===== src/rtl/regfile_wport_arbiter.sv =====
// ---------------------------------------------------------------------------
// regfile_wport_arbiter
//
// Purpose:
//   Shares the single write port of a 32-entry register file among NUM_REQ
//   requesters (ALU writeback, load unit, move unit, ...). After reset, or on
//   a clear pulse, the block first zero-fills every register. It then
//   arbitrates round-robin among the requesters. All write-port outputs are
//   registered.
//
// Optional feature (compile-time macro REGFILE_ZERO_REG_EN):
//   Defined   : register 0 is hard-wired zero. The zero-fill covers addresses
//               1..31 only. A granted request that targets address 0 still
//               gets its gnt pulse, but wr_en stays low for that cycle.
//   Undefined : address 0 is an ordinary register. The zero-fill covers
//               addresses 0..31.
//
// Ports:
//   clk       in   rising-edge clock
//   rst_n     in   synchronous active-low reset
//   req       in   [NUM_REQ]         per-requester write request, held until granted
//   req_addr  in   [NUM_REQ*ADDR_W]  requester i address at [i*ADDR_W +: ADDR_W]
//   req_data  in   [NUM_REQ*DATA_W]  requester i data at [i*DATA_W +: DATA_W]
//   clear     in   one-cycle pulse that re-runs the zero-fill (ignored while filling)
//   gnt       out  [NUM_REQ]  one-hot grant pulse, registered
//   wr_en     out  register-file write enable, registered
//   wr_addr   out  [ADDR_W]   write address to the 5-to-32 decoder, registered
//   wr_data   out  [DATA_W]   write data, registered
//   busy      out  high while the zero-fill is in progress
// ---------------------------------------------------------------------------
module regfile_wport_arbiter #(
    parameter int NUM_REQ = 4,
    parameter int DATA_W  = 32,
    parameter int ADDR_W  = 5
) (
    input  logic                      clk,
    input  logic                      rst_n,
    input  logic [NUM_REQ-1:0]        req,
    input  logic [NUM_REQ*ADDR_W-1:0] req_addr,
    input  logic [NUM_REQ*DATA_W-1:0] req_data,
    input  logic                      clear,
    output logic [NUM_REQ-1:0]        gnt,
    output logic                      wr_en,
    output logic [ADDR_W-1:0]         wr_addr,
    output logic [DATA_W-1:0]         wr_data,
    output logic                      busy
);

    localparam int PTR_W = (NUM_REQ > 1) ? $clog2(NUM_REQ) : 1;

    localparam logic [ADDR_W-1:0] LAST_ADDR = '1;
`ifdef REGFILE_ZERO_REG_EN
    localparam logic [ADDR_W-1:0] FIRST_ADDR = ADDR_W'(1);
`else
    localparam logic [ADDR_W-1:0] FIRST_ADDR = '0;
`endif

    typedef enum logic {
        CLEAR = 1'b0,
        ARB   = 1'b1
    } state_t;

    state_t              r_state;
    logic [ADDR_W-1:0]   r_clr_cnt;
    logic [PTR_W-1:0]    r_rr_ptr;
    logic [NUM_REQ-1:0]  r_gnt;
    logic                r_wr_en;
    logic [ADDR_W-1:0]   r_wr_addr;
    logic [DATA_W-1:0]   r_wr_data;

    state_t              w_state_nx;
    logic [ADDR_W-1:0]   w_clr_cnt_nx;
    logic [PTR_W-1:0]    w_rr_ptr_nx;
    logic [NUM_REQ-1:0]  w_gnt_nx;
    logic                w_wr_en_nx;
    logic [ADDR_W-1:0]   w_wr_addr_nx;
    logic [DATA_W-1:0]   w_wr_data_nx;

    logic [NUM_REQ-1:0]  w_elig;
    logic                w_found;
    logic [PTR_W-1:0]    w_win;
    logic [PTR_W-1:0]    w_win_inc;
    logic [ADDR_W-1:0]   w_sel_addr;
    logic [DATA_W-1:0]   w_sel_data;

    // A requester granted last cycle is masked for one cycle so that it has
    // time to drop (or replace) its request before it can win again.
    assign w_elig = req & ~r_gnt;

    // Round-robin search starting at r_rr_ptr. NUM_REQ need not be a power of
    // two, so the index is wrapped by an explicit compare, not by truncation.
    always_comb begin
        logic [PTR_W:0] v_idx;
        w_found = 1'b0;
        w_win   = '0;
        v_idx   = '0;
        for (int k = 0; k < NUM_REQ; k++) begin
            v_idx = {1'b0, r_rr_ptr} + (PTR_W+1)'(k);
            if (v_idx >= (PTR_W+1)'(NUM_REQ)) begin
                v_idx = v_idx - (PTR_W+1)'(NUM_REQ);
            end
            if (!w_found && w_elig[v_idx[PTR_W-1:0]]) begin
                w_found = 1'b1;
                w_win   = v_idx[PTR_W-1:0];
            end
        end
    end

    assign w_win_inc  = (w_win == PTR_W'(NUM_REQ - 1)) ? '0 : w_win + 1'b1;
    assign w_sel_addr = req_addr[w_win*ADDR_W +: ADDR_W];
    assign w_sel_data = req_data[w_win*DATA_W +: DATA_W];

    // Next-state and next-output logic. The write outputs hold their values
    // whenever nothing is written.
    always_comb begin
        w_state_nx   = r_state;
        w_clr_cnt_nx = r_clr_cnt;
        w_rr_ptr_nx  = r_rr_ptr;
        w_gnt_nx     = '0;
        w_wr_en_nx   = 1'b0;
        w_wr_addr_nx = r_wr_addr;
        w_wr_data_nx = r_wr_data;
        case (r_state)
            CLEAR: begin
                w_wr_en_nx   = 1'b1;
                w_wr_addr_nx = r_clr_cnt;
                w_wr_data_nx = '0;
                w_clr_cnt_nx = r_clr_cnt + 1'b1;
                // Leaving on the edge that presents the last address lets
                // arbitration start in the same cycle that write is visible.
                if (r_clr_cnt == LAST_ADDR) begin
                    w_state_nx = ARB;
                end
            end
            ARB: begin
                if (clear) begin
                    // A clear takes priority over any pending request. That
                    // request stays pending until the fill completes.
                    w_state_nx   = CLEAR;
                    w_clr_cnt_nx = FIRST_ADDR;
                end else if (w_found) begin
                    w_gnt_nx[w_win] = 1'b1;
`ifdef REGFILE_ZERO_REG_EN
                    w_wr_en_nx      = (w_sel_addr != '0);
`else
                    w_wr_en_nx      = 1'b1;
`endif
                    w_wr_addr_nx    = w_sel_addr;
                    w_wr_data_nx    = w_sel_data;
                    w_rr_ptr_nx     = w_win_inc;
                end
            end
            default: begin
                w_state_nx   = CLEAR;
                w_clr_cnt_nx = FIRST_ADDR;
            end
        endcase
    end

    always_ff @(posedge clk) begin
        if (!rst_n) begin
            r_state   <= CLEAR;
            r_clr_cnt <= FIRST_ADDR;
            r_rr_ptr  <= '0;
            r_gnt     <= '0;
            r_wr_en   <= 1'b0;
            r_wr_addr <= '0;
            r_wr_data <= '0;
        end else begin
            r_state   <= w_state_nx;
            r_clr_cnt <= w_clr_cnt_nx;
            r_rr_ptr  <= w_rr_ptr_nx;
            r_gnt     <= w_gnt_nx;
            r_wr_en   <= w_wr_en_nx;
            r_wr_addr <= w_wr_addr_nx;
            r_wr_data <= w_wr_data_nx;
        end
    end

    assign gnt     = r_gnt;
    assign wr_en   = r_wr_en;
    assign wr_addr = r_wr_addr;
    assign wr_data = r_wr_data;
    assign busy    = (r_state == CLEAR);

endmodule

===== config.mk =====
export PLATFORM = sky130hd
export DESIGN_NAME = regfile_wport_arbiter
export DESIGN_NICKNAME = d
export VERILOG_FILES = /design/src/rtl/regfile_wport_arbiter.sv
export SDC_FILE = /design/constraint.sdc
export NUM_CORES = 1
export LEC_CHECK = 0
export CELL_PAD_IN_SITES_DETAIL_PLACEMENT = 0
export CELL_PAD_IN_SITES_GLOBAL_PLACEMENT = 1
export CORE_MARGIN = 4
export CORE_UTILIZATION = 28
export CTS_CLUSTER_DIAMETER = 80
export DETAILED_ROUTE_END_ITERATION = 6
export GPL_TIMING_DRIVEN = 0
export PLACE_DENSITY = 0.84
export SLEW_MARGIN = 40
export SYNTH_ARGS = -nofsm -noshare
export SYNTH_HDL_FRONTEND = slang
export SYNTH_SLANG_ARGS = --single-unit

===== constraint.sdc =====
create_clock -name clk -period 5.7 [get_ports clk]
set_clock_uncertainty 0.1 [all_clocks]
set_input_delay 1.425 -clock clk [delete_from_list [all_inputs] [get_ports clk]]
set_output_delay 1.425 -clock clk [all_outputs]
set_load 0.1 [all_outputs]

== After elaboration in Yosys (flattened, before gate mapping) ==
Cells that the tools add are included.
Word-level totals
  logic and storage cells: 87
  input port bits: 155
  output and inout port bits: 43
  flip-flop bits (word level): 50
Cells by class
  shift-type cells: 2
  mux-type cells: 37
  multiply operators: 1
  equality and inequality tests: 5
  reduce and logical (&&, ||, !) cells: 10
  order comparisons: 10
  add/subtract/negate cells: 9
  bitwise gates (word level): 6
Operator list (number)
  128-bit by 8-bit variable part select with 32-bit output: 1
  32-bit two-way mux: 2
  32-bit one-hot mux with 2 select lines: 1
  5-bit one-hot mux with 2 select lines: 2
  20-bit by 6-bit variable part select with 5-bit output: 1
  2-bit two-way mux: 9
  2-bit by 3-bit less-than comparator with 1-bit output, second input constant: 5
  5-bit two-way mux: 3
  1-bit two-way mux: 13
  3-bit >= comparator, second input constant: 3
  1-bit binary-select mux with 2-bit select: 4
  2-bit by 1-bit subtractor with 2-bit output, second input constant: 4
  2-bit by 2-bit adder with 3-bit output, second input constant: 2
  5-bit by 1-bit adder with 5-bit output, second input constant: 1
  5-bit == test, second input constant: 1
  2-bit by 3-bit multiplier with 5-bit output, second input constant: 1
  4-bit bitwise AND: 1
  1-bit logical AND: 4
  2-bit inequality test, second input constant: 2
  1-bit inverter: 4
  4-bit inverter: 1
  1-bit one-hot mux with 2 select lines: 2
  4-bit OR reduction: 1
  2-bit by 1-bit adder with 3-bit output, second input constant: 1
  9 further kinds: 11

== Longest topological paths before layout ==
Gate-level depths: netlist (run 1).
  word-level depth: 19
  mapped depth: 8
  mapped depth without buffers: 6

== Worst setup path after synthesis (run 1) ==
No wires, ideal clock.
  path type: input-to-reg
  from: in req[2]
  to: reg r_wr_data[10], in the netlist wr_data[10]
  path slack: 2415 ps
  arrival: 3068 ps
  stages: 7
  path through: or2b_1 -> o311ai_2 -> a21oi_4 -> inv_6 -> buf_12 -> mux4_2 -> a22o_1
On the way
  cells in the longest elaborated chain, start to end: 17
  elaborated cells between the ends (all ways): 29
  those cells by class: eq/ne: 1; shift: 1; mux: 19; bitwise: 1; reduce/logical: 7
Ends and longest elaborated chain
  from (decl): RTL line 38  | input logic [NUM_REQ-1:0] req,
  4-bit bitwise AND (*): RTL line 88  | assign w_elig = req & ~r_gnt;
  1-bit binary-select mux with 2-bit select: RTL line 102  | if (!w_found && w_elig[v_idx[PTR_W-1:0]]) begin
  1-bit two-way mux (implied by the code): RTL line 102
  1-bit two-way mux: RTL line 102
  1-bit zero test: RTL line 102
  1-bit logical AND: RTL line 102
  1-bit two-way mux: RTL line 102
  1-bit zero test: RTL line 102
  1-bit logical AND: RTL line 102
  1-bit two-way mux: RTL line 102
  1-bit zero test: RTL line 102
  1-bit logical AND: RTL line 102
  2-bit two-way mux: RTL line 102
  128-bit by 8-bit variable part select with 32-bit output: RTL line 111  | assign w_sel_data = req_data[w_win*DATA_W +: DATA_W];
  32-bit two-way mux: RTL line 141  | end else if (w_found) begin
  32-bit two-way mux: RTL line 136  | if (clear) begin
  32-bit one-hot mux with 2 select lines: RTL line 123  | case (r_state)
  to (signal assigned): RTL line 176  | r_wr_data <= w_wr_data_nx;
  to (decl): RTL line 69  | logic [DATA_W-1:0] r_wr_data;
Every way passes the cells marked *; elsewhere a longest branch is shown, timed or not. The select of a mux whose other input is x is not followed.
A chain may end at the register's enable or synchronous reset.

== Worst setup path after layout (run 1) ==
  from: in req[2]
  to: reg r_wr_data[26], in the netlist wr_data[26]
The elaborated chain is that of the path after synthesis.

==> flow_summary.ini, run 1 <==
[min_path]
holdPathEnd = wr_data[1]$_SDFFE_PN0P_
min_path_cells = 1
hp-class = register to register
hp-start = wr_data[1]$_SDFFE_PN0P_

[timing]
slew_headroom_pct = 59.2
slew_viol_final = 0
fin_crit_ns = 3.66
tns_ns = 0
fmax_mhz = 273
rsz0062_at_grt = no
hold_slack_ns = 0.377
setup_viol_count_final = 0
worst_slew_pin_slew_ns = 0.604
timing.final.crit_share_pct = 64.2
hold_viol = 0

[final_layout]
n_fill_cell = 919
nets = 583
area_growth_pct = 72.0
drive_gt1_share_pct = 24.1
diodes = 0
final_cell_area_mm2 = 0.00486

[critical_path]
rr_startpoint = r_rr_ptr[0]$_SDFFE_PN0P_
ff2ff_path_depth = 7
slowest_delay_ns = 0.51
start_kind = input port
crit_type = input port to register
crit_fanout = 11
slowest_stage = mux4_2
crit_required_ns = 5.78
arrival_ns = 3.75
r2r_end = wr_data[26]$_SDFFE_PN0P_
cp_cell_sequence = clkdlybuf4s50_1 -> or2b_1 -> o311ai_2 -> a21oi_4 -> inv_6 -> buf_12 -> mux4_2 -> a22o_1
crit_family = buffers and inverters
crit_path_end_kind = register
r2r_slack_ns = 3.28
worst-path-buf-inv = 3

[synth]
synth-xor-area-share_pct = 0
synth_cells = 218
ys_types = 39
synth-simple-area-share_pct = 8.07
syn_nets = 379
synth_top_area_share_pct = 35.5
avgSynthCellArea_um2 = 12.9
yosys-top-cells-area = dfxtp_1, mux4_2, a22o_1
ys_warn_count = 0
ys.flop_type = dfxtp_1
synth_fa_ha_area_share_pct = 2.66
synth-compound-area-share_pct = 17.9
async_flop_share_pct = 0
netlist_area_mm2 = 0.00282
synthMuxAreaShare_pct = 30.2
yosysTopAreaCell = dfxtp_1
ys_seq_area_share_pct = 35.5
synth-seq-cells = 50
synth_top_family_by_area = multiplexers
synth_edf_count = 0

[clocking]
cts.htree.levels = 2
clk_pin_slew_ns = 0.08
cts-resized-gates = 0
clkSinkCount = 50
cts_buffer_depth = 2
cts_setup_buffers = 0
postCtsHoldBufs = 0
numCtsBuffers = 5
cts_tree = done
clk_latency_ns = 0.30
cts_root_buffer = clkbuf_8

[placement]
hpwlAfterDp_um = 8190
portBuffers = 197
place_area_mm2 = 0.00475
gp_congestion = 0.733

[flow_run]
maxCapViolCount = 0

[global_route]
grt_pass1_wl_um = 14600
first_global_vias = 2826
grt_antenna_before_repair = 0
grt_max_degree = 16
grt_overflow = 0
grt_use_total_pct = 16.0

[routing]
drcViolationCount = 0
first_pass_iters = 4
wl_um = 10000
via_per_inst = 4.94
routedWlPerCell_um = 18.0
vias = 2747
drtIter0Drc = 103
postRouteAntennaNets = 0

[floorplanning]
die_area_mm2 = 0.0118
std_cell_rows = 36
coreArea_mm2 = 0.00977
initial_core_util_pct = 28.9
ios = 198
die_y_um = 108
die_w_um = 108

[power]
p_per_area_mw_per_mm2 = 170
leakage_uw = 0.00199
ir_drop_mv = 0.134

[outcome]
status = finished clean
## cells by family (layout without fill, tap and decap cells)
family | after synthesis | after routing
buffers and inverters | 22 | 227
multiplexers | 42 | 42
AO/OA/AOI/OAI | 60 | 60
adder cells (fa/ha/maj) | 6 | 6
flip-flops | 50 | 50
AND/OR/NAND/NOR | 38 | 38
## worst max path at each step
| stage | from | to | slack (ns) | depth (start not counted) |
|---|---|---|---|---|
| 3_5_place_dp | req[2] | wr_data[0]$_SDFFE_PN0P_ | 1.71 | 8 |
| 5_1_grt | req[2] | wr_data[26]$_SDFFE_PN0P_ | 1.93 | 8 |
| 2_1_floorplan | req[2] | wr_data[10]$_SDFFE_PN0P_ | 2.41 | 7 |
| 4_1_cts | req[2] | wr_data[26]$_SDFFE_PN0P_ | 2.03 | 8 |
| 3_3_place_gp | req[2] | wr_data[24]$_SDFFE_PN0P_ | 1.75 | 8 |
| 6_report | req[2] | wr_data[26]$_SDFFE_PN0P_ | 2.04 | 8 |
## layout make-up
| class | count | area [µm²] | share of cell area (%) |
|---|---|---|---|
| multi-input cells | 146 | 1660 | 34.2 |
| clock inverters | 2 | 37.5 | 0.773 |
| plain buffers | 18 | 143 | 2.94 |
| well taps | 133 | 166 | 3.43 |
| repair buffers | 197 | 1760 | 36.2 |
| clock buffers | 6 | 72.6 | 1.49 |
| inverters | 4 | 20.0 | 0.412 |
| flip-flops and latches | 50 | 1000 | 20.6 |
## metrics by stage
stage          total power (µW)  setup WS [ns]  instances  utilization, %
2_1_floorplan               461           2.41        218               -
3_3_place_gp                583           1.75        548            50.8
3_5_place_dp                584           1.71        548            48.6
4_1_cts                     836           2.03        556            49.7
5_1_grt                     866           1.93        556            49.7
6_report                    824           2.04        556            49.7
## state kept, by name, summed over array words and instances, names as in the netlist
signal	count
r_state	1
r_rr_ptr	2
wr_data	32
r_clr_cnt	5
wr_en	1
wr_addr	5
gnt	4
## cell usage after synthesis (all sizes together), types with 4 or more instances
| library cell | count |
|---|---|
| and3 | 6 |
| nor2b | 5 |
| dfxtp | 50 |
| mux4 | 33 |
| ha | 6 |
| buf | 15 |
| nand2 | 10 |
| a22o | 33 |
| a21oi | 6 |
| a22oi | 4 |
| inv | 4 |
| mux2i | 9 |
| o221ai | 4 |
| o21ai | 4 |
## layout by cell type, fill, tap and decap left out, types with 6 or more instances in the layout
cell type / count
clkdlybuf4s50_1: 154
buf_2: 51
dfxtp_1: 50
a22o_1: 33
mux4_2: 28
nand2_1: 10
mux2i_1: 9
and3_1: 6
ha_1: 6
## routing by layer
layer	vias to the layer above	routed length, µm	track usage [%]
li1	1295	-	-
met1	1321	3880	18.4
met2	124	5040	29.3
met3	7	1010	4.96
met4	0	70	2.52
met5	-	0	0
## power breakdown
part / total [µW] / leakage, µW / switching [µW] / internal [µW]
Sequential: 356 / 0.000404 / 3.22 / 352
Combinational: 218 / 0.00153 / 65.5 / 153
Clock: 250 / 0.0000514 / 119 / 131
No activity file was read; power rests on OpenSTA's default activity.
==> inputs of run 2 (changes only) <==
--- a/config.mk
+++ b/config.mk
@@ -8,11 +8,11 @@
 export CELL_PAD_IN_SITES_DETAIL_PLACEMENT = 0
 export CELL_PAD_IN_SITES_GLOBAL_PLACEMENT = 1
 export CORE_MARGIN = 4
-export CORE_UTILIZATION = 28
+export CORE_UTILIZATION = 23
 export CTS_CLUSTER_DIAMETER = 80
 export DETAILED_ROUTE_END_ITERATION = 6
 export GPL_TIMING_DRIVEN = 0
-export PLACE_DENSITY = 0.84
+export PLACE_DENSITY = 0.73
 export SLEW_MARGIN = 40
 export SYNTH_ARGS = -nofsm -noshare
 export SYNTH_HDL_FRONTEND = slang
==> constraint.sdc (replaced) <==
create_clock -name clk -period 2.94 [get_ports clk]
set_clock_uncertainty 0.1 [all_clocks]
set_input_delay 0.735 -clock clk [delete_from_list [all_inputs] [get_ports clk]]
set_output_delay 0.735 -clock clk [all_outputs]
set_load 0.1 [all_outputs]
==> run 2 against run 1 <==
  * Setup slack got worse by 1.9 ns
  * Hold slack got worse by 0.0027 ns
  * Critical path type unchanged
  * Routed wire length rose by 5.6%
  * Largest power group unchanged
  * Via count barely moved
==> flow_summary.ini, run 2 (synthesized netlist as in run 1, its figures left out) <==
[outcome]
status = finished clean

[placement]
hpwlAfterDp_um = 8400
gp_congestion = 0.769
portBuffers = 197

[min_path]
holdPathEnd = wr_data[31]$_SDFFE_PN0P_
hp-class = register to register
hp-start = wr_data[31]$_SDFFE_PN0P_
min_path_cells = 1

[routing]
first_pass_iters = 4
drtIter0Drc = 102
vias = 2745
via_per_inst = 4.75
wl_um = 10600
postRouteAntennaNets = 0
routedWlPerCell_um = 18.3
drcViolationCount = 0

[critical_path]
crit_type = input port to register
cp-startpoint = req[2]
crit_required_ns = 3.02
crit_fanout = 5
start_kind = input port
ff2ff_path_depth = 7
arrival_ns = 2.93
r2r_slack_ns = 0.45
slowest_stage = mux4_2
slowest_delay_ns = 0.50
cp_cell_sequence = clkdlybuf4s50_1 -> or2b_4 -> o311ai_4 -> a21oi_4 -> clkinv_2 -> clkbuf_16 -> mux4_2 -> a22o_1
crit_path_end_kind = register
rr_startpoint = r_rr_ptr[1]$_SDFFE_PN0P_
r2r_end = wr_data[5]$_SDFFE_PN0P_

[timing]
slew_viol_final = 0
worst_slew_pin_slew_ns = 0.509
timing.final.crit_share_pct = 97.0
slew_headroom_pct = 66.3
fin_crit_ns = 2.85
rsz0062_at_grt = no
fmax_mhz = 351
hold_slack_ns = 0.374
tns_ns = 0
hold_viol = 0
setup_viol_count_final = 0

[clocking]
cts.htree.levels = 2
clkSinkCount = 50
numCtsBuffers = 5
clk_pin_slew_ns = 0.07
postCtsHoldBufs = 0
cts_tree = done
cts_buffer_depth = 2
clk_latency_ns = 0.29
cts_root_buffer = clkbuf_16

[global_route]
grt_pass1_wl_um = 15900
grt_max_degree = 17
grt_antenna_before_repair = 0
grt_overflow = 0
first_global_vias = 2964
grt_use_total_pct = 14.1

[floorplanning]
die_w_um = 119
coreArea_mm2 = 0.0120
ios = 198
std_cell_rows = 40
die_y_um = 119
die_area_mm2 = 0.0141
initial_core_util_pct = 23.5

[final_layout]
n_fill_cell = 1152
layout_common_cells = clkdlybuf4s50_1, dfxtp_1, buf_2
nets = 591
layout_commonest_cell = clkdlybuf4s50_1
drive_gt1_share_pct = 26.2
utilization_pct = 42.2
diodes = 0
area_growth_pct = 79.4
largest_reg_flops = 32

[power]
leakage_uw = 0.00208
ir_drop_mv = 0.179
p_per_area_mw_per_mm2 = 345

[flow_run]
maxCapViolCount = 0
[run 2: cell types whose count changed in the layout (fill, tap and decap cells not counted), sizes merged]
cell / delta
clkbuf: +4
buf: +3
clkinv: +2
bufinv: -1
clkdlybuf4s50: -1
dlymetal6s2s: +1
[run 2: worst max-delay path by stage]
stage / slack [ns] / cells after the start / endpoint
2_1_floorplan: 0.16 / 7 / wr_data[10]$_SDFFE_PN0P_
3_3_place_gp: -0.38 / 8 / wr_data[31]$_SDFFE_PN0P_
3_5_place_dp: -0.39 / 8 / wr_data[31]$_SDFFE_PN0P_
4_1_cts: 0.003 / 8 / wr_data[19]$_SDFFE_PN0P_
5_1_grt: 0.01 / 8 / wr_data[4]$_SDFFE_PN0P_
6_report: 0.09 / 8 / wr_data[5]$_SDFFE_PN0P_
[run 2: cell type report]
cell class / count / area [µm²] / share of cell area, %
buffer: 18 / 150 / 2.97
clock buffer: 6 / 139 / 2.74
clock inverter: 2 / 16.3 / 0.321
inverter: 4 / 20.0 / 0.395
multi-input combinational: 146 / 1680 / 33.2
sequential: 50 / 1000 / 19.8
tap: 147 / 184 / 3.63
timing repair buffer: 204 / 1870 / 36.9
timing repair inverter: 1 / 5.00 / 0.0988
[run 2: metal layers]
metal | global-route usage [%] | vias up | part of all wire (%)
met5 | 0 | - | 0
met4 | 2.75 | 0 | 1.1
met3 | 5.41 | 10 | 8.8
met2 | 24.8 | 119 | 50
met1 | 16.4 | 1304 | 40
li1 | - | 1312 | -
[run 2: where the power goes]
part	switching [µW]	total, µW	internal [µW]
sequential	6.25	689	683
clock	264	606	342
combinational	136	451	315
total	406	1750	1340
[run 2: per-stage QoR]
step	cell area, µm²	setup slack (ns)	total power (µW)	cells
floorplan	2820	0.162	894	218
global placement	4980	-0.384	1140	562
detailed placement	4760	-0.389	1140	562
CTS	4950	0.00294	1760	573
global route	5060	0.0103	1820	578
finish	5060	0.0881	1750	578
[run 2: critical path, delay by kind of cell]
family                 cells  cell delay [ns]
and+or+nand+nor            1             0.31
buffers and inverters      3             0.81
muxes                      1             0.50
AOI/OAI and AO/OA          3             0.58
[run 2: what timing repair did]
| item | in CTS | in global routing |
|---|---|---|
| pin swaps | 1 | 1 |
| resized for setup | 2 | 8 |
| cloned | 0 | 4 |
| setup buffers | 3 | 1 |
| endpoints found under the setup margin | 29 | 37 |
